$ cat src/rtl/sprite_arb_pkg.sv
// sprite_arb_pkg: shared defaults, FSM states and bus-slicing helper for the sprite write arbiter.
package sprite_arb_pkg;
  localparam int ADDR_W_DEF = 3;
  localparam int DESC_W_DEF = 32;
  localparam int BUS_MAX = 8 * 64;
  typedef enum logic [1:0] {IDLE, ARB, WRITE, SKIP} state_e;
  function automatic logic [63:0] slice_field(input logic [BUS_MAX-1:0] bus, input int idx, input int w);
    logic [BUS_MAX-1:0] s;
    s = bus >> (idx * w);
    for (int b = 0; b < 64; b++) if (b >= w) s[b] = 1'b0;
    return s[63:0];
  endfunction
endpackage

$ cat src/rtl/rr_priority_pick.sv
// rr_priority_pick: combinational round-robin picker, first valid source after last.
module rr_priority_pick #(
  parameter int N = 4
) (
  input  logic [N-1:0]         req,
  input  logic [$clog2(N)-1:0] last,
  output logic [$clog2(N)-1:0] grant,
  output logic                 any_valid
);
  localparam int W = $clog2(N);
  always_comb begin
    grant = '0;
    for (int i = N; i >= 1; i--)
      if (req[(int'(last) + i) % N]) grant = W'((int'(last) + i) % N);
    any_valid = |req;
  end
endmodule

$ cat src/rtl/sprite_write_arbiter.sv
// sprite_write_arbiter: round-robin share of the sprite-table write port, gated to vertical blanking.
// Define SPRITE_ARB_DIRTY_SKIP_EN to skip writes whose descriptor already matches the table.
module sprite_write_arbiter
  import sprite_arb_pkg::*;
#(
  parameter int N_REQ  = 4,
  parameter int ADDR_W = ADDR_W_DEF,
  parameter int DESC_W = DESC_W_DEF
) (
  input  logic                    clk,
  input  logic                    reset,
  input  logic                    blank,
  input  logic [N_REQ-1:0]        req_valid,
  input  logic [N_REQ*ADDR_W-1:0] req_addr,
  input  logic [N_REQ*DESC_W-1:0] req_data,
  output logic [N_REQ-1:0]        req_ack,
  output logic                    wea,
  output logic [ADDR_W-1:0]       addra,
  output logic [DESC_W-1:0]       dina,
  output logic                    busy,
  output logic [7:0]              write_count
);
  localparam int IW = $clog2(N_REQ);
  state_e state_q, state_d;
  logic [IW-1:0] last_q, last_d, win_q, win_d, pick_idx;
  logic [ADDR_W-1:0] addr_q, addr_d, pick_addr;
  logic [DESC_W-1:0] data_q, data_d, pick_data;
  logic [N_REQ-1:0] ack_q, ack_d;
  logic [7:0] cnt_q, cnt_d;
  logic wea_q, wea_d, busy_q, busy_d, blank_q, pick_any, hit;
  rr_priority_pick #(.N(N_REQ)) u_pick (
    .req(req_valid), .last(last_q), .grant(pick_idx), .any_valid(pick_any)
  );
  assign pick_addr = ADDR_W'(slice_field(BUS_MAX'(req_addr), int'(pick_idx), ADDR_W));
  assign pick_data = DESC_W'(slice_field(BUS_MAX'(req_data), int'(pick_idx), DESC_W));
`ifdef SPRITE_ARB_DIRTY_SKIP_EN
  logic [DESC_W-1:0] shadow_q [2**ADDR_W];
  logic [DESC_W-1:0] shadow_d [2**ADDR_W];
  logic [2**ADDR_W-1:0] shv_q, shv_d;
  always_comb begin
    shadow_d = shadow_q;
    shv_d = shv_q;
    if (state_q == WRITE) begin
      shadow_d[addr_q] = data_q;
      shv_d[addr_q] = 1'b1;
    end
  end
  always_ff @(posedge clk) begin
    shv_q <= reset ? '0 : shv_d;
    shadow_q <= shadow_d;
  end
  assign hit = shv_q[pick_addr] && shadow_q[pick_addr] == pick_data;
`else
  assign hit = 1'b0;
`endif
  always_comb begin
    state_d = state_q;
    last_d = last_q;
    win_d = win_q;
    addr_d = addr_q;
    data_d = data_q;
    case (state_q)
      IDLE: state_d = (blank && |req_valid) ? ARB : IDLE;
      ARB: begin
        if (!blank || !pick_any) state_d = IDLE;
        else begin
          win_d = pick_idx;
          addr_d = pick_addr;
          data_d = pick_data;
          state_d = hit ? SKIP : WRITE;
        end
      end
      default: begin
        last_d = win_q;
        state_d = IDLE;
      end
    endcase
    wea_d = state_d == WRITE;
    ack_d = (state_d == WRITE || state_d == SKIP) ? (N_REQ'(1) << win_d) : '0;
    busy_d = state_d != IDLE;
    // a fresh blank period clears the count even if a write commits this cycle
    cnt_d = (blank && !blank_q) ? 8'd0 : (wea_d && cnt_q != 8'hFF) ? cnt_q + 8'd1 : cnt_q;
  end
  always_ff @(posedge clk) begin
    if (reset) begin
      state_q <= IDLE;
      last_q <= IW'(N_REQ - 1);
      win_q <= '0;
      addr_q <= '0;
      data_q <= '0;
      ack_q <= '0;
      wea_q <= 1'b0;
      busy_q <= 1'b0;
      cnt_q <= '0;
      blank_q <= 1'b0;
    end else begin
      state_q <= state_d;
      last_q <= last_d;
      win_q <= win_d;
      addr_q <= addr_d;
      data_q <= data_d;
      ack_q <= ack_d;
      wea_q <= wea_d;
      busy_q <= busy_d;
      cnt_q <= cnt_d;
      blank_q <= blank;
    end
  end
  assign req_ack = ack_q;
  assign wea = wea_q;
  assign addra = addr_q;
  assign dina = data_q;
  assign busy = busy_q;
  assign write_count = cnt_q;
endmodule

$ cat config.mk
export PLATFORM = sky130hd
export DESIGN_NAME = sprite_write_arbiter
export DESIGN_NICKNAME = d
export VERILOG_FILES = /design/src/rtl/sprite_arb_pkg.sv /design/src/rtl/rr_priority_pick.sv /design/src/rtl/sprite_write_arbiter.sv
export SDC_FILE = /design/constraint.sdc
export NUM_CORES = 1
export LEC_CHECK = 0
export ABC_AREA = 0
export CORE_MARGIN = 5
export CORE_UTILIZATION = 40
export DETAILED_ROUTE_END_ITERATION = 10
export PLACE_DENSITY_LB_ADDON = 0.15
export SLEW_MARGIN = 20
export SYNTH_ARGS = -nofsm -noshare
export SYNTH_HDL_FRONTEND = slang
export SYNTH_SLANG_ARGS = --single-unit
$ cat constraint.sdc
create_clock -name clk -period 4.7 [get_ports clk]
set_input_delay 0.705 -clock clk [delete_from_list [all_inputs] [get_ports clk]]
set_output_delay 0.705 -clock clk [all_outputs]
set_load 0.1 [all_outputs]
## After elaboration in Yosys (flattened, before gate mapping)

Cells that the tools add are included.

| word-level totals | value |
|---|---|
| word-level logic and storage cells | 73 |
| output and inout port bits | 49 |
| bits in registers | 56 |

| cells by class | value |
|---|---|
| muxes and demuxes | 21 |
| multiply operators | 1 |
| shift operators | 3 |
| bitwise operators | 6 |
| magnitude comparators | 4 |
| reductions and logical operators | 19 |
| add/sub/neg operators | 5 |
| equality and inequality tests | 4 |

Operators by type and width:

| operator | number |
|---|---|
| $shr 128x7->32 | 1 |
| $lt 3x4->1 const B | 4 |
| $mux 2 | 7 |
| $reduce_or 2->1 | 7 |
| $shr 12x4->3 | 1 |
| $mux 1 | 9 |
| $add 8x1->8 const B | 1 |
| $bmux 1 s2 | 4 |
| $ne 8x8->1 const B | 1 |
| $add 2x1->2 const B | 2 |
| $add 2x2->2 const B | 2 |
| $and 1x1->1 const A | 4 |
| $eq 2x2->1 const B | 2 |
| $mul 2x2->4 const B | 1 |
| $pmux 2 s2 | 1 |
| $reduce_or 4->1 | 1 |
| $shl 1x2->4 const A | 1 |
| $logic_and 1x1->1 | 3 |
| $logic_not 1->1 | 3 |
| $eq 2x1->1 const B | 1 |
| $logic_not 2->1 | 1 |
| $logic_or 1x1->1 | 2 |
| $not 1->1 | 2 |
| $reduce_and 2->1 | 1 |
| $reduce_bool 2->1 | 1 |

## Depth between registers and ports, before layout

Gate-level depths: netlist (run 1).

| logic depth | value |
|---|---|
| word-level depth | 13 |
| depth in mapped cells | 8 |
| depth with buffers taken out | 6 |

## Modules after synthesis

Synthesis (run 1) repeated with hierarchy kept, for this count alone.

| second synthesis, totals | value |
|---|---|
| cells, all modules | 288 |
| area, all modules | 2900.3 um^2 |

By module, submodules not included:

| module | instances | area each (um^2) | cells each |
|---|---|---|---|
| sprite_write_arbiter | 1 | 2808.9 | 274 |
| rr_priority_pick | 1 | 91.3 | 14 |

## Worst setup path after synthesis (run 1)

Ideal clock, no wire load.

| timing path | value |
|---|---|
| path type | input port to flip-flop |
| start | input req_valid[1] |
| end | register data_q[19] (netlist: dina[19]) |
| path buffers | 2 |
| cell stages on the path | 7 |
| setup slack | 2.573 ns |
| data required time | 4.575 ns |
| arrival | 2.003 ns |
| path through | or4_4 -> and4b_1 -> buf_6 -> buf_6 -> nand3_1 -> mux2_2 -> o211ai_2 |

| between the ends | value |
|---|---|
| cells in the longest elaborated chain, start to end | 8 |
| elaborated cells on any way between the ends | 22 |
| classes of those cells | shift: 1; mux: 16; bitwise: 1; reduce/logical: 4 |

RTL lines:

| element | line | RTL |
|---|---|---|
| from (decl) | sprite_write_arbiter.sv:13 | `input logic [N_REQ-1:0] req_valid,` |
| $bmux 1 s2 | rr_priority_pick.sv:14 | `if (req[(int'(last) + i) % N]) grant = W'((int'(last) + i) % N);` |
| $mux 1 (implied by the code) (2 in a row) | rr_priority_pick.sv:14 |  |
| $mux 2 (4 in a row) | rr_priority_pick.sv:14 |  |
| $shr 128x7->32 | sprite_arb_pkg.sv:9 | `s = bus >> (idx * w);` |
| to (signal assigned) | sprite_write_arbiter.sv:101 | `data_q <= data_d;` |
| to (decl) | sprite_write_arbiter.sv:27 | `logic [DESC_W-1:0] data_q, data_d, pick_data;` |

Several ways; a longest one is shown, not always the timed one. The select of a mux whose other input is x is not followed.
A chain may end at the register's enable or synchronous reset.

==> results of run 1 <==
## stage by stage
step / instances / area, um^2
6_report: 652 / 5480
2_1_floorplan: 369 / 3460
5_1_grt: 652 / 5480
3_5_place_dp: 643 / 5360
4_1_cts: 651 / 5450
3_3_place_gp: 643 / 5360
## state kept, by name, indices dropped and copies added (netlist names)
signal / cells
last_q: 2
busy: 1
blank_q: 1
win_q: 2
wea: 1
req_ack: 4
state_q: 2
dina: 32
write_count: 8
addra: 3
## how the worst max path moves through the flow
stage	startpoint	endpoint	slack (ps)
6_report	reset	dina[0]$_SDFFE_PP0P_	1570
3_3_place_gp	reset	dina[23]$_SDFFE_PP0P_	1340
2_1_floorplan	req_valid[1]	dina[19]$_SDFFE_PP0P_	2570
5_1_grt	reset	dina[12]$_SDFFE_PP0P_	1300
4_1_cts	reset	dina[0]$_SDFFE_PP0P_	1550
3_5_place_dp	reset	dina[0]$_SDFFE_PP0P_	1210
## synth_stat cells (all sizes together)
library cell,number
a211o,2
a21boi,1
a21o,1
a21oi,3
and3b,2
and4b,3
buf,30
clkbuf,1
dfxtp,56
ha,1
inv,1
mux2,35
mux2i,36
nand2,43
nand2b,2
nand3,73
nand4,1
nand4b,1
nor2,15
nor2b,5
nor3,1
nor3b,1
nor4,3
nor4b,1
o211ai,35
o21a,2
o21ai,2
o22a,1
o31a,1
o31ai,1
or2,1
or4,1
xnor2,7
## power groups by stage
stage | Combinational [mW] | Clock (mW) | Sequential [mW]
2_1_floorplan | 0.123 | 0 | 0.609
3_3_place_gp | 0.386 | 0 | 0.510
3_5_place_dp | 0.390 | 0 | 0.510
4_1_cts | 0.391 | 0.305 | 0.500
5_1_grt | 0.412 | 0.325 | 0.502
6_report | 0.391 | 0.296 | 0.499
## cell families after synthesis
| family | count (synthesis) | synth area share, % |
|---|---|---|
| AO/OA/AOI/OAI | 49 | 15.3 |
| XOR/XNOR | 7 | 1.77 |
| adder cells (fa/ha/maj) | 1 | 0.361 |
| buffers and inverters | 32 | 6.43 |
| flip-flops | 56 | 32.4 |
| multiplexers | 71 | 21.8 |
| AND/OR/NAND/NOR | 153 | 22.0 |
## layer usage
metal / part of all wire (%) / vias up / routed length (um)
met5: 0 / - / 0
met4: 1.4 / 0 / 158
met3: 8.9 / 12 / 1000
met2: 49 / 114 / 5520
met1: 41 / 1552 / 4590
li1: - / 1695 / -
## area by class of cell
class | count | area share (%)
clock inverters | 3 | 0.525
clock buffers | 5 | 1.26
repair buffers | 198 | 36.4
well taps | 108 | 2.47
multi-input cells | 281 | 38.8
flip-flops and latches | 56 | 20.5
inverters | 1 | 0.0685
## critical path, delay by kind of cell
family                 cells  cell delay (ps)
AOI/OAI and AO/OA          1              310
buffers and inverters      2             1040
and+or+nand+nor            3             1320
==> qor.csv, run 1 <==
metric,value,unit
outcome,finished clean,
crit_path_end_kind,register,
rows,34,
reg2regPathDepth,4,
n_antenna_cell,0,
clock_path_buffers,2,
drt_pass1_iterations,4,
globalRouteMet2Util,35.2,%
worstReg2RegEnd,dina[0]$_SDFFE_PP0P_,
p_switching,0.401,mW
p_comb_share,33.0,%
ys.warnings.count,0,
power_leakage,2.03,nW
area_growth,58.3,%
worstPathCellList,clkdlybuf4s50_1 > nor2b_1 > and4b_2 > buf_4 > nand2_4 > o211ai_2,
top_usage_layer,met2,
reg2reg_slack,2260,ps
antenna_found_initial,0,
final_nets,691,
yosysTopAreaCell,dfxtp_1,
cp.arrival,3380,ps
required,4950,ps
synth_area_leaders,"dfxtp_1, mux2_2, o211ai_2",
post_cts_resize_count,0,
seq_area,1120,um^2
met1_usage,24.5,%
met3_usage,5.62,%
netlist_instances,369,
ir_drop,0.143,mV
hold_viol_final,0,
cts_tree,yes,
hold_class,reg -> reg,
slew_headroom,31.5,%
finish.utilization,63.8,%
fin_hold_ws,468,ps
hold-path-endpoint,win_q[1]$_SDFF_PP0_,
post-cts-setup-buffers,0,
fill_cells,731,
synth_area,3460,um^2
totalWireLength,11.3,mm
clock.fmax,319,MHz
grt_pass1_vias,3288,
cts_hold_buf,0,
cts.sinks,56,
power.share.sequential,42.1,%
p_clk_share,24.9,%
slew_violations,0,
ant_nets,0,
seq_area_frac_synth,32.4,%
grt_use_total,20.2,%
crit_slowest_cell,and4b_2,
setup_viol,0,
cts.clk_slew.worst_paths,120,ps
swShare,33.8,%
tightest_slew,1030,ps
cp_slowest_stage_delay,710,ps
die_w,103,um
globalplace.congestion,0.797,
power_density,216,nW/um^2
syn_nets,517,
place_worst_setup_slack,1210,ps
synth-seq-cells,56,
whs_path_depth,2,
p_int,0.785,mW
synth_top_area_share,32.4,%
h-tree-depth,2,
syn_avg_cell_area,9.39,um^2
dp_hpwl,8.49,mm
vias_per_cell,5.17,
drc,0,
core,8590,um^2
die_h,103,um
final_cell_mix,"clkdlybuf4s50_1, nand3_1, dfxtp_1, nand2_1, mux2i_1",
setup_tns,0,ps
grt_max_degree,73,
multiInputGateArea,2130,um^2
wl_per_cell,17.3,um
yosysUniqueCellTypes,39,
start_util,40.3,%
fin_ws,1570,ps
fp.dieArea,10600,um^2
clk_latency,320,ps
vias,3373,
skew,10.9,ps
cp-start-kind,primary input,
grt_pass1_wl,16.7,mm
hold_start,win_q[1]$_SDFF_PP0_,
drt-initial-drc-count,52,
grt.overflow.total,0,
maxCapViolations,0,
r2r-start,last_q[1]$_SDFFE_PP1N_,
clockRootBuffer,clkbuf_8,
period_needed,3130,ps
power,1.19,mW
rsz0062_at_grt,false,
cts_buffers,5,
crit_path_max_fanout,37,
io_buffers,195,
final_min_period_over_clock_period,66.6,%
layout_commonest_cell,clkdlybuf4s50_1,
critPathKind,in -> reg,
io_pins,196,
drive_gt1_share,15.6,%
No activity file was read; power rests on OpenSTA's default activity.
==> inputs of run 2 (changes only) <==
CORE_UTILIZATION = 39   (was 40)
clock period = 3.1 ns   (was 4.7 ns; I/O delays follow)
==> qor.csv, run 2 (synthesized netlist as in run 1, its figures left out) <==
metric,value,unit,change
fin_hold_ws,471,ps,+3.78 ps
outcome,finished clean,,
hold_start,win_q[1]$_SDFF_PP0_,,
power,1.81,mW,+53%
reg2reg_slack,1060,ps,-1200 ps
cp-start-kind,primary input,,
drt-initial-drc-count,110,,+110%
layout.cells.non_filler,660,,+1.2%
crit_path_max_fanout,24,,-35%
area_growth,57.7,%,
drive_gt1_share,25.7,%,+10 points
antenna_found_initial,0,,unchanged
ant_nets,0,,unchanged
place_inst,652,,+1.4%
totalWireLength,11.5,mm,+1.6%
die_h,104,um,+1.1%
skew,4.33,ps,-6.58 ps
post-cts-setup-buffers,0,,unchanged
die_w,104,um,+1.1%
ir_drop,0.195,mV,+37%
grt_pass1_vias,3605,,+9.6%
rsz0062_at_grt,false,,
h-tree-depth,2,,unchanged
required,3350,ps,-1600 ps
cts_tree,yes,,
largest_reg_flops,32,,unchanged
globalRouteMet2Util,34.9,%,-0.29 points
drt_pass1_iterations,4,,unchanged
cts.clk_slew.worst_paths,120,ps,about the same
fin_ws,732,ps,-835 ps
hold-path-endpoint,win_q[1]$_SDFF_PP0_,,
layout_commonest_cell,clkdlybuf4s50_1,,
io_pins,196,,unchanged
vias_per_cell,5.30,,+2.5%
clock_path_buffers,2,,unchanged
slew_headroom,64.9,%,+33 points
maxCapViolations,0,,unchanged
design_area,5460,um^2,-0.37%
critPathKind,in -> reg,,
clock.fmax,422,MHz,
finish.utilization,62.9,%,-0.86 points
rows,34,,unchanged
wl_per_cell,17.3,um,+0.39%
final_nets,699,,+1.2%
n_antenna_cell,0,,unchanged
slew_violations,0,,unchanged
top_usage_layer,met2,,
core,8680,um^2,+0.99%
setup_viol,0,,unchanged
final_min_period_over_clock_period,76.4,%,
fp.dieArea,10900,um^2,+2.3%
met3_usage,5.03,%,-0.59 points
start_util,39.9,%,-0.40 points
place_area,5360,um^2,+0.14%
place_worst_setup_slack,397,ps,-814 ps
hold_class,reg -> reg,,
clk_latency,310,ps,about the same
grt_max_degree,35,,-52%
clockRootBuffer,clkbuf_8,,
cts_hold_buf,0,,unchanged
grt.overflow.total,0,,unchanged
setup_tns,0,ps,unchanged
hold_viol_final,0,,unchanged
vias,3501,,+3.8%
io_buffers,195,,unchanged
tightest_slew,524,ps,-503 ps
period_needed,2370,ps,
r2r-start,last_q[1]$_SDFFE_PP1N_,,
final_cell_mix,"clkdlybuf4s50_1, nand3_1, dfxtp_1, buf_4, nand2_1",,
cp-startpoint,blank,,
cts_buffers,5,,unchanged
reg2regPathDepth,6,,+2
power_leakage,2.17,nW,+7.3%
power_density,332,nW/um^2,+53%
post_cts_resize_count,0,,unchanged
grt_pass1_wl,18.5,mm,+11%
globalplace.congestion,0.819,,+2.8%
grt_use_total,20.3,%,+0.16 points
crit_path_end_kind,register,,
dp_hpwl,8.82,mm,+3.8%
drc,0,,unchanged
whs_path_depth,2,,unchanged
worstReg2RegEnd,dina[6]$_SDFFE_PP0P_,,
cts.sinks,56,,unchanged
met1_usage,25.2,%,+0.65 points
cp.arrival,2610,ps,-770 ps
run 2: cell count changes in the layout (fill, tap and decap cells not counted), sizes merged:
cell	previous run	this run
clkdlybuf4s50	195	146
buf	3	60
run 2: worst max-delay path, cell delays in order:
cell             delay, ps
clkdlybuf4s50_1        520
nor2b_1                270
and4b_2                550
buf_4                  340
nand3_1                110
mux2_2                 290
o211ai_2                60
run 2: how the worst max path moves through the flow:
stage                                              to  cells after the start  slack (ps)
after CTS                        dina[6]$_SDFFE_PP0P_                      7         720
after floorplan           write_count[4]$_SDFFE_PP0P_                      6         980
after global routing            dina[13]$_SDFFE_PP0P_                      7         590
after detailed placement         dina[6]$_SDFFE_PP0P_                      7         400
final                            dina[6]$_SDFFE_PP0P_                      7         730
after global placement          dina[21]$_SDFFE_PP0P_                      5         460
run 2: final cells by class:
type                    instances  area [um^2]
fillers                       721         3220
multi-input cells             281         2130
repair buffers                206         1970
flip-flops and latches         56         1120
well taps                     108          135
clock buffers                   5         68.8
clock inverters                 3         28.8
inverters                       1         3.75
run 2: report_power, final:
part / switching (mW) / internal [mW]
logic: 0.324 / 0.282
clock network: 0.277 / 0.172
registers: 0.0147 / 0.744
run 2: metal layers:
| metal | part of all wire, % | wire, um | vias up |
|---|---|---|---|
| li1 | - | - | 1708 |
| met1 | 42 | 4860 | 1621 |
| met2 | 49 | 5580 | 153 |
| met3 | 6.6 | 750 | 19 |
| met4 | 2.3 | 265 | 0 |
| met5 | 0 | 0 | - |
==> inputs of run 3 (changes only) <==
CORE_UTILIZATION = 35   (was 39)
clock period = 2.1 ns   (was 3.1 ns; I/O delays follow)
==> qor.csv, run 3 (synthesized netlist as in run 1, its figures left out) <==
metric,value,unit,change
clock_path_buffers,2,,unchanged
wl_per_cell,16.5,um,-4.7%
grt_pass1_wl,17.6,mm,-5.3%
cts_hold_buf,0,,unchanged
place_inst,693,,+6.3%
post-cts-setup-buffers,0,,unchanged
totalWireLength,11.6,mm,+1.3%
grt.overflow.total,0,,unchanged
area_growth,64.2,%,
hold_start,win_q[0]$_SDFF_PP0_,,
vias_per_cell,5.06,,-4.6%
critPathKind,in -> reg,,
cts.clk_slew.worst_paths,110,ps,about the same
clk_latency,310,ps,about the same
rsz0062_at_grt,false,,
post_cts_resize_count,0,,unchanged
ant_nets,0,,unchanged
cp.arrival,2170,ps,-440 ps
crit_path_max_fanout,50,,+110%
io_pins,196,,unchanged
power_leakage,2.28,nW,+4.9%
power_density,472,nW/um^2,+42%
reg2reg_slack,280,ps,-780 ps
hold-path-endpoint,last_q[0]$_SDFFE_PP1N_,,
whs_path_depth,1,,-1
place_area,5590,um^2,+4.3%
fp.dieArea,12000,um^2,+10%
die_w,109,um,+5.0%
drive_gt1_share,28.2,%,+2.4 points
core,9730,um^2,+12%
layout_commonest_cell,clkdlybuf4s50_1,,
setup_tns,0,ps,unchanged
cp-start-kind,primary input,,
rows,36,,+5.9%
dp_hpwl,9.18,mm,+4.1%
design_area,5690,um^2,+4.1%
period_needed,1970,ps,
grt_max_degree,51,,+46%
maxCapViolations,0,,unchanged
worstReg2RegEnd,dina[8]$_SDFFE_PP0P_,,
h-tree-depth,2,,unchanged
slew_headroom,69.3,%,+4.4 points
final_cell_mix,"clkdlybuf4s50_1, nand3_1, buf_4, dfxtp_1, nand2_1",,
hold_viol_final,0,,unchanged
io_buffers,195,,unchanged
ir_drop,0.295,mV,+52%
final_nets,715,,+2.3%
tightest_slew,459,ps,-64.9 ps
cts_tree,yes,,
start_util,35.6,%,-4.3 points
skew,11.4,ps,+7.11 ps
cts_buffers,5,,unchanged
grt_use_total,18.4,%,-2.0 points
clockRootBuffer,clkbuf_8,,
largest_reg_flops,32,,unchanged
die_h,109,um,+5.0%
setup_viol,0,,unchanged
antenna_found_initial,0,,unchanged
n_antenna_cell,0,,unchanged
hold_class,reg -> reg,,
slew_violations,0,,unchanged
drc,0,,unchanged
drt-initial-drc-count,127,,+15%
globalplace.congestion,0.809,,-1.2%
layout.cells.non_filler,701,,+6.2%
reg2regPathDepth,6,,unchanged
crit_path_end_kind,register,,
drt_pass1_iterations,4,,unchanged
grt_pass1_vias,3439,,-4.6%
outcome,finished clean,,
final_min_period_over_clock_period,93.8,%,
cts.sinks,56,,unchanged
r2r-start,last_q[1]$_SDFFE_PP1N_,,
clock.fmax,508,MHz,
vias,3547,,+1.3%
required,2300,ps,-1050 ps
-- run 3: cell count changes in the layout (fill, tap and decap cells not counted) --
cell / delta
clkinvlp_4: +1
buf_12: +6
inv_8: -1
dfxtp_1: -2
dfxtp_2: +2
buf_4: +10
-- run 3: worst max-delay path, cell delays in order --
cell	delay (ps)
clkdlybuf4s50_1	420
or4_4	550
and4b_2	310
buf_12	190
nand3_1	110
mux2_2	160
o211ai_2	70
-- run 3: worst max-delay path by stage --
| stage | start | to | slack [ps] | depth (start not counted) |
|---|---|---|---|---|
| after floorplan | write_count[3]$_SDFFE_PP0P_ | write_count[4]$_SDFFE_PP0P_ | 110 | 5 |
| after global placement | req_valid[1] | dina[22]$_SDFFE_PP0P_ | -120 | 8 |
| after detailed placement | req_valid[1] | dina[8]$_SDFFE_PP0P_ | -180 | 7 |
| after CTS | req_valid[1] | dina[8]$_SDFFE_PP0P_ | 150 | 7 |
| after global routing | req_valid[1] | dina[8]$_SDFFE_PP0P_ | 80 | 7 |
| final | req_valid[1] | dina[8]$_SDFFE_PP0P_ | 130 | 7 |
-- run 3: metrics by stage --
stage	hold slack, ps	total power [mW]	util (%)	setup WS, ps
floorplan	434	1.64	-	111
global route	493	2.81	58.4	84.7
CTS	478	2.72	58.4	146
detailed placement	449	2.08	57.5	-184
global placement	444	2.08	57.5	-123
finish	473	2.68	58.4	131
-- run 3: layout make-up --
type	count	area, um^2
clock inverters	3	25.0
repair buffers	222	2170
fillers	888	4040
clock buffers	5	68.8
flip-flops and latches	56	1120
inverters	1	3.75
well taps	133	166
multi-input cells	281	2130
-- run 3: routing by layer --
layer	part of all wire [%]	vias up	routed length (um)	global-route usage, %
met4	0.91	0	105	3.83
li1	-	1743	-	-
met5	0	-	0	0
met2	49	128	5710	32.3
met3	8.4	6	970	4.46
met1	41	1670	4810	22.7
-- run 3: power by group --
| group | leakage [nW] | internal, mW | switching, mW | total [mW] |
|---|---|---|---|---|
| Sequential | 0.455 | 1.10 | 0.0216 | 1.12 |
| Clock | 0.0452 | 0.244 | 0.386 | 0.631 |
| Combinational | 1.78 | 0.448 | 0.486 | 0.934 |
| Total | 2.28 | 1.79 | 0.894 | 2.68 |
==> patch 1 (flow settings as in run 3) <==
Register the output `write_count` once more, cleared by the reset; this adds one clock of latency there. The other outputs are not delayed to match.
--- a/src/rtl/sprite_write_arbiter.sv
+++ b/src/rtl/sprite_write_arbiter.sv
@@ -113,3 +113,9 @@
   assign busy = busy_q;
-  assign write_count = cnt_q;
+  always_ff @(posedge clk) begin
+    if (reset) begin
+      write_count <= '0;
+    end else begin
+      write_count <= cnt_q;
+    end
+  end
 endmodule
Function: changed (a bounded check fails within 4 cycles, from zero or initial values and one cycle with reset high).
==> patch 1 against run 3 <==
- via count down 0.76%
- non-clock buffer count rose by 4
- clock power is 110% higher
- total power up 30%
- largest cell class unchanged
- final area decreased by 1.6%
- worst hold slack got worse by 0.011 ns
- wire length is 5.6% lower
- clock skew shrank 0.0075 ns
- sequential cell count grew 8
- combinational power is 3.3% lower
- area after synthesis shrank 8.6%
- die area decreased by 7.8%
- sequential share of layout area grew 3.1 points
- worst setup slack worse by 0.087 ns
- highest routed layer unchanged
==> patch 1: results (changes against run 3) <==
| Metric | Value |
|---|---|
| Pre-CTS setup slack | `-0.473 ns (-0.289 ns)` |
| Met2 WL | `5430 um (-4.8%)` |
| Num CTS Buffers | `9 (+4)` |
| Pleak | `2.49 nW (+9.3%)` |
| Non-clock buffering overhead in the final layout | `38.5% (+0.37 points)` |
| Fin Clk Skew | `0.00390 ns (-0.00754 ns)` |
| Worst EP required | `2.32 ns (+0.02 ns)` |
| Metal-1 WL | `4500 um (-6.5%)` |
| Reg-to-reg setup timing slack | `0.16 ns (-0.12 ns)` |
| WL per Instance | `15.3 um (-7.5%)` |
| FF/Latch Area | `0.00128 mm2 (+14%)` |
| Final nets | `751 (+5.0%)` |
| Met2 Resource Use GR | `32.8% (+0.48 points)` |
| Crit path max fanout | `14 (-72%)` |
| Part of the cycle the worst path needs | `97.9% (+4.1 points)` |
| # rows | `34 (-5.6%)` |
| First-pass GRT wire length | `17800 um (+1.3%)` |
| Hold WS | `0.462 ns (-0.0112 ns)` |
| Outcome | `completed` |
| Total track usage | `19.5% (+1.2 points)` |
| Top post-synthesis cells by area | `dfxtp_1 (40%), nand2_1 (16%), a221o_1 (11%), a21oi_1 (4.3%), mux2i_1 (3.5%)` |
| Final-layout clock-cell area share | `4.45% (+2.8 points)` |
| Mapped Nets | `540 (+4.4%)` |
| Clk Latency, worst-skew pair | `0.33 ns (+0.02 ns)` |
| Clock transition at path regs | `0.08 ns (-0.03 ns)` |
| Comb_multi_in | `299 (+6.4%)` |
| Xor and xnor area share after synthesis | `1.94% (+0.17 points)` |
[patch 1: repair_timing]
item                       CTS  global route
setup endpoints to repair   26            18
hold endpoints to repair     0             0
pin swaps                    0             7
buffers inserted             0             1
gates resized for setup      2             2
[patch 1: final timing paths]
kind / startpoint / cells after the start / to
worst min-delay path: state_q[0]$_SDFF_PP0_ / 1 / state_q[0]$_SDFF_PP0_
worst max register to register: last_q[1]$_SDFFE_PP1N_ / 6 / dina[28]$_SDFFE_PP0P_
worst min register to register: state_q[0]$_SDFF_PP0_ / 1 / state_q[0]$_SDFF_PP0_
worst max-delay path: req_valid[2] / 7 / dina[28]$_SDFFE_PP0P_
[patch 1: worst max-delay path, delay by kind of cell]
| family | cells | cell delay, ns |
|---|---|---|
| buffers and inverters | 2 | 0.73 |
| AOI/OAI and AO/OA | 3 | 0.73 |
| muxes | 1 | 0.35 |
| and+or+nand+nor | 1 | 0.15 |
==> patch 2 (settings of run 3) <==
Without the edit above. `N_REQ`: 4 -> 8.
--- a/src/rtl/sprite_write_arbiter.sv
+++ b/src/rtl/sprite_write_arbiter.sv
@@ -5,3 +5,3 @@
 #(
-  parameter int N_REQ  = 4,
+  parameter int N_REQ  = 8,
   parameter int ADDR_W = ADDR_W_DEF,
Interface: changed (resized req_ack, req_addr, req_data and req_valid); port bits go from 196 to 344. The function was not compared with the original's and may differ.
==> patch 2 against run 3 <==
- the flow now finishes with violations (negative setup slack)
- area after synthesis increased by 52%
- global-route usage increased by 9.7 points
- wire length increased by 130%
- highest routed layer unchanged
- register-to-register slack got worse by 1.5 ns
- worst setup slack got worse by 1.4 ns
- sequential cell count increased by 6
- final area increased by 86%
- clock skew decreased by 0.0038 ns
- total power increased by 130%
==> patch 2: results (changes against run 3) <==
| Metric | Value |
|---|---|
| Clock Tree Root | `clkbuf_16` |
| Setup violations, final | `46 (+46)` |
| P_int | `4.09 mW (+130%)` |
| Register area share after synthesis | `23.6% (-8.8 points)` |
| Clock transition at path regs | `0.06 ns (-0.05 ns)` |
| VDD IR-drop max | `0.000404 V (+37%)` |
| Via density | `5.55 (+9.6%)` |
| Setup crit start kind | `flip-flop` |
| Adder-cell area share of the yosys netlist | `0.712% (+0.35 points)` |
| Worst Setup Slack, final | `-1.23 ns (-1.36 ns)` |
| Final cell count without fillers | `1259 (+80%)` |
| Pleak | `4.24 nW (+86%)` |
| Hold worst-path end | `state_q[0]$_SDFF_PP0_` |
| Post-synth top cells | `nand2_1 (177), mux2i_1 (63), dfxtp_1 (62)` |
| Final HPWL from detailed placement | `20000 um (+120%)` |
| Hold WS | `0.450 ns (-0.0238 ns)` |
| Vias in the first global route | `6988 (+100%)` |
| CP arrival | `3.56 ns (+1.39 ns)` |
| Met2 Resource Use GR | `48.7% (+16 points)` |
| Post-synthesis mux area share | `23.1% (+1.3 points)` |
| Post-synth cell types | `57 (+46%)` |
| Share of layout cells above drive strength 1 | `27.0% (-1.2 points)` |
| Routability Congestion | `0.901 (+11%)` |
| Top post-synthesis cells by area | `dfxtp_1 (24%), nand2_1 (13%), mux2i_1 (12%), a32oi_1 (6.0%), mux2_2 (5.6%)` |
| Placed cells | `1215 (+75%)` |
| Total track usage | `28.1% (+9.7 points)` |
| Grt met1 use | `33.4% (+11 points)` |
| Initial antenna violation count | `1 (+1)` |
| Reg2Reg Depth | `14 (+8)` |
| Final nets | `1364 (+91%)` |
| Mapped Nets | `957 (+85%)` |
| Num CTS Buffers | `9 (+4)` |
| Outcome | `finished with violations` |
| Compound-Gate Fraction of Synth Area | `20.5% (+5.2 points)` |
| FF-to-FF Start | `last_q[0]$_SDFFE_PP1N_` |
| Placed inst area | `0.00946 mm2 (+69%)` |
| Clk Latency, worst-skew pair | `0.34 ns (+0.03 ns)` |
| Met3 global-route usage | `7.29% (+2.8 points)` |
| WL per Instance | `21.3 um (+29%)` |
| IO Port Bufs | `343 (+76%)` |
| Xor and xnor area share after synthesis | `1.50% (-0.27 points)` |
| First-pass GRT wire length | `39000 um (+120%)` |
| Reg2reg end | `dina[21]$_SDFFE_PP0P_` |
| First-pass DRT Iterations | `4 (unchanged)` |
| Worst Max-Slew Pin Slew | `0.366 ns (-0.0929 ns)` |
| Failing checks | `negative setup slack` |
| H-tree levels | `3 (+1)` |
| Synthesized area per cell | `7.95 um2 (-15%)` |
| Fin Clk Skew | `0.00760 ns (-0.00384 ns)` |
| Hold_sp | `state_q[0]$_SDFF_PP0_` |
| Largest register FFs | `32 (unchanged)` |
| Crit path max fanout | `25 (-50%)` |
| DRT iter0 DRCs | `523 (+310%)` |
patch 2: worst max path at each step:
stage	to	slack, ns	cells past startpoint
global route	dina[26]$_SDFFE_PP0P_	-1.36	14
finish	dina[21]$_SDFFE_PP0P_	-1.23	14
CTS	dina[9]$_SDFFE_PP0P_	-1.14	16
detailed placement	dina[9]$_SDFFE_PP0P_	-1.39	12
global placement	dina[27]$_SDFFE_PP0P_	-1.31	13
floorplan	dina[18]$_SDFFE_PP0P_	-1.31	14
patch 2: kinds of logic after synthesis:
logic type | count (synthesis)
buffers and inverters | 75
and+or+nand+nor | 276
adders and majority gates | 3
muxes | 102
DFF | 62
AOI/OAI and AO/OA | 136
xor gates and xnor gates | 9
patch 2: layout make-up:
| type | instances | area [um2] |
|---|---|---|
| antenna | 1 | 2.50 |
| sequential | 62 | 1250 |
| multi-input combinational | 526 | 4000 |
| clock buffer | 11 | 243 |
| tap | 184 | 230 |
| clock inverter | 4 | 95.1 |
| inverter | 10 | 42.5 |
| timing repair buffer | 461 | 4690 |
| fill | 1146 | 4090 |
patch 2: power groups by stage:
stage	clock [mW]	sequential, mW	combinational, mW
after floorplan	0	1.62	1.11
after global placement	0	1.28	2.71
after detailed placement	0	1.28	2.71
after CTS	1.76	1.26	3.08
after global routing	1.82	1.27	3.42
final	1.75	1.26	3.25
patch 2: metal layers:
| metal | part of all wire (%) | vias up |
|---|---|---|
| li1 | - | 3315 |
| met1 | 39 | 3317 |
| met2 | 51 | 304 |
| met3 | 7.8 | 48 |
| met4 | 2.9 | 0 |
| met5 | 0 | - |
patch 2: per-stage QoR:
stage               TNS, ns  setup slack (ns)
floorplan            -56.25             -1.31
global placement     -58.66             -1.31
detailed placement   -62.19             -1.39
CTS                  -47.18             -1.14
global route         -57.71             -1.36
finish               -51.02             -1.23
patch 2: worst max-delay path, stage by stage, from the launching register on:
cell and delay (ns):
dfxtp_4 0.38, inv_6 0.04, ha_4 0.29, mux4_2 0.55
a22oi_2 0.20, and3_4 0.22, a221oi_2 0.06, buf_4 0.16
o31ai_4 0.17, buf_6 0.19, buf_16 0.20, buf_16 0.19
mux2i_2 0.24, a32oi_1 0.07, a32o_1 0.22
patch 2: what timing repair did:
action | 4_1_cts | 5_1_grt
gates cloned | 5 | 4
gates resized for setup | 61 | 40
endpoints found under the setup margin | 50 | 50
buffers inserted | 18 | 4
hold buffers | 0 | 0
pin swaps | 21 | 22
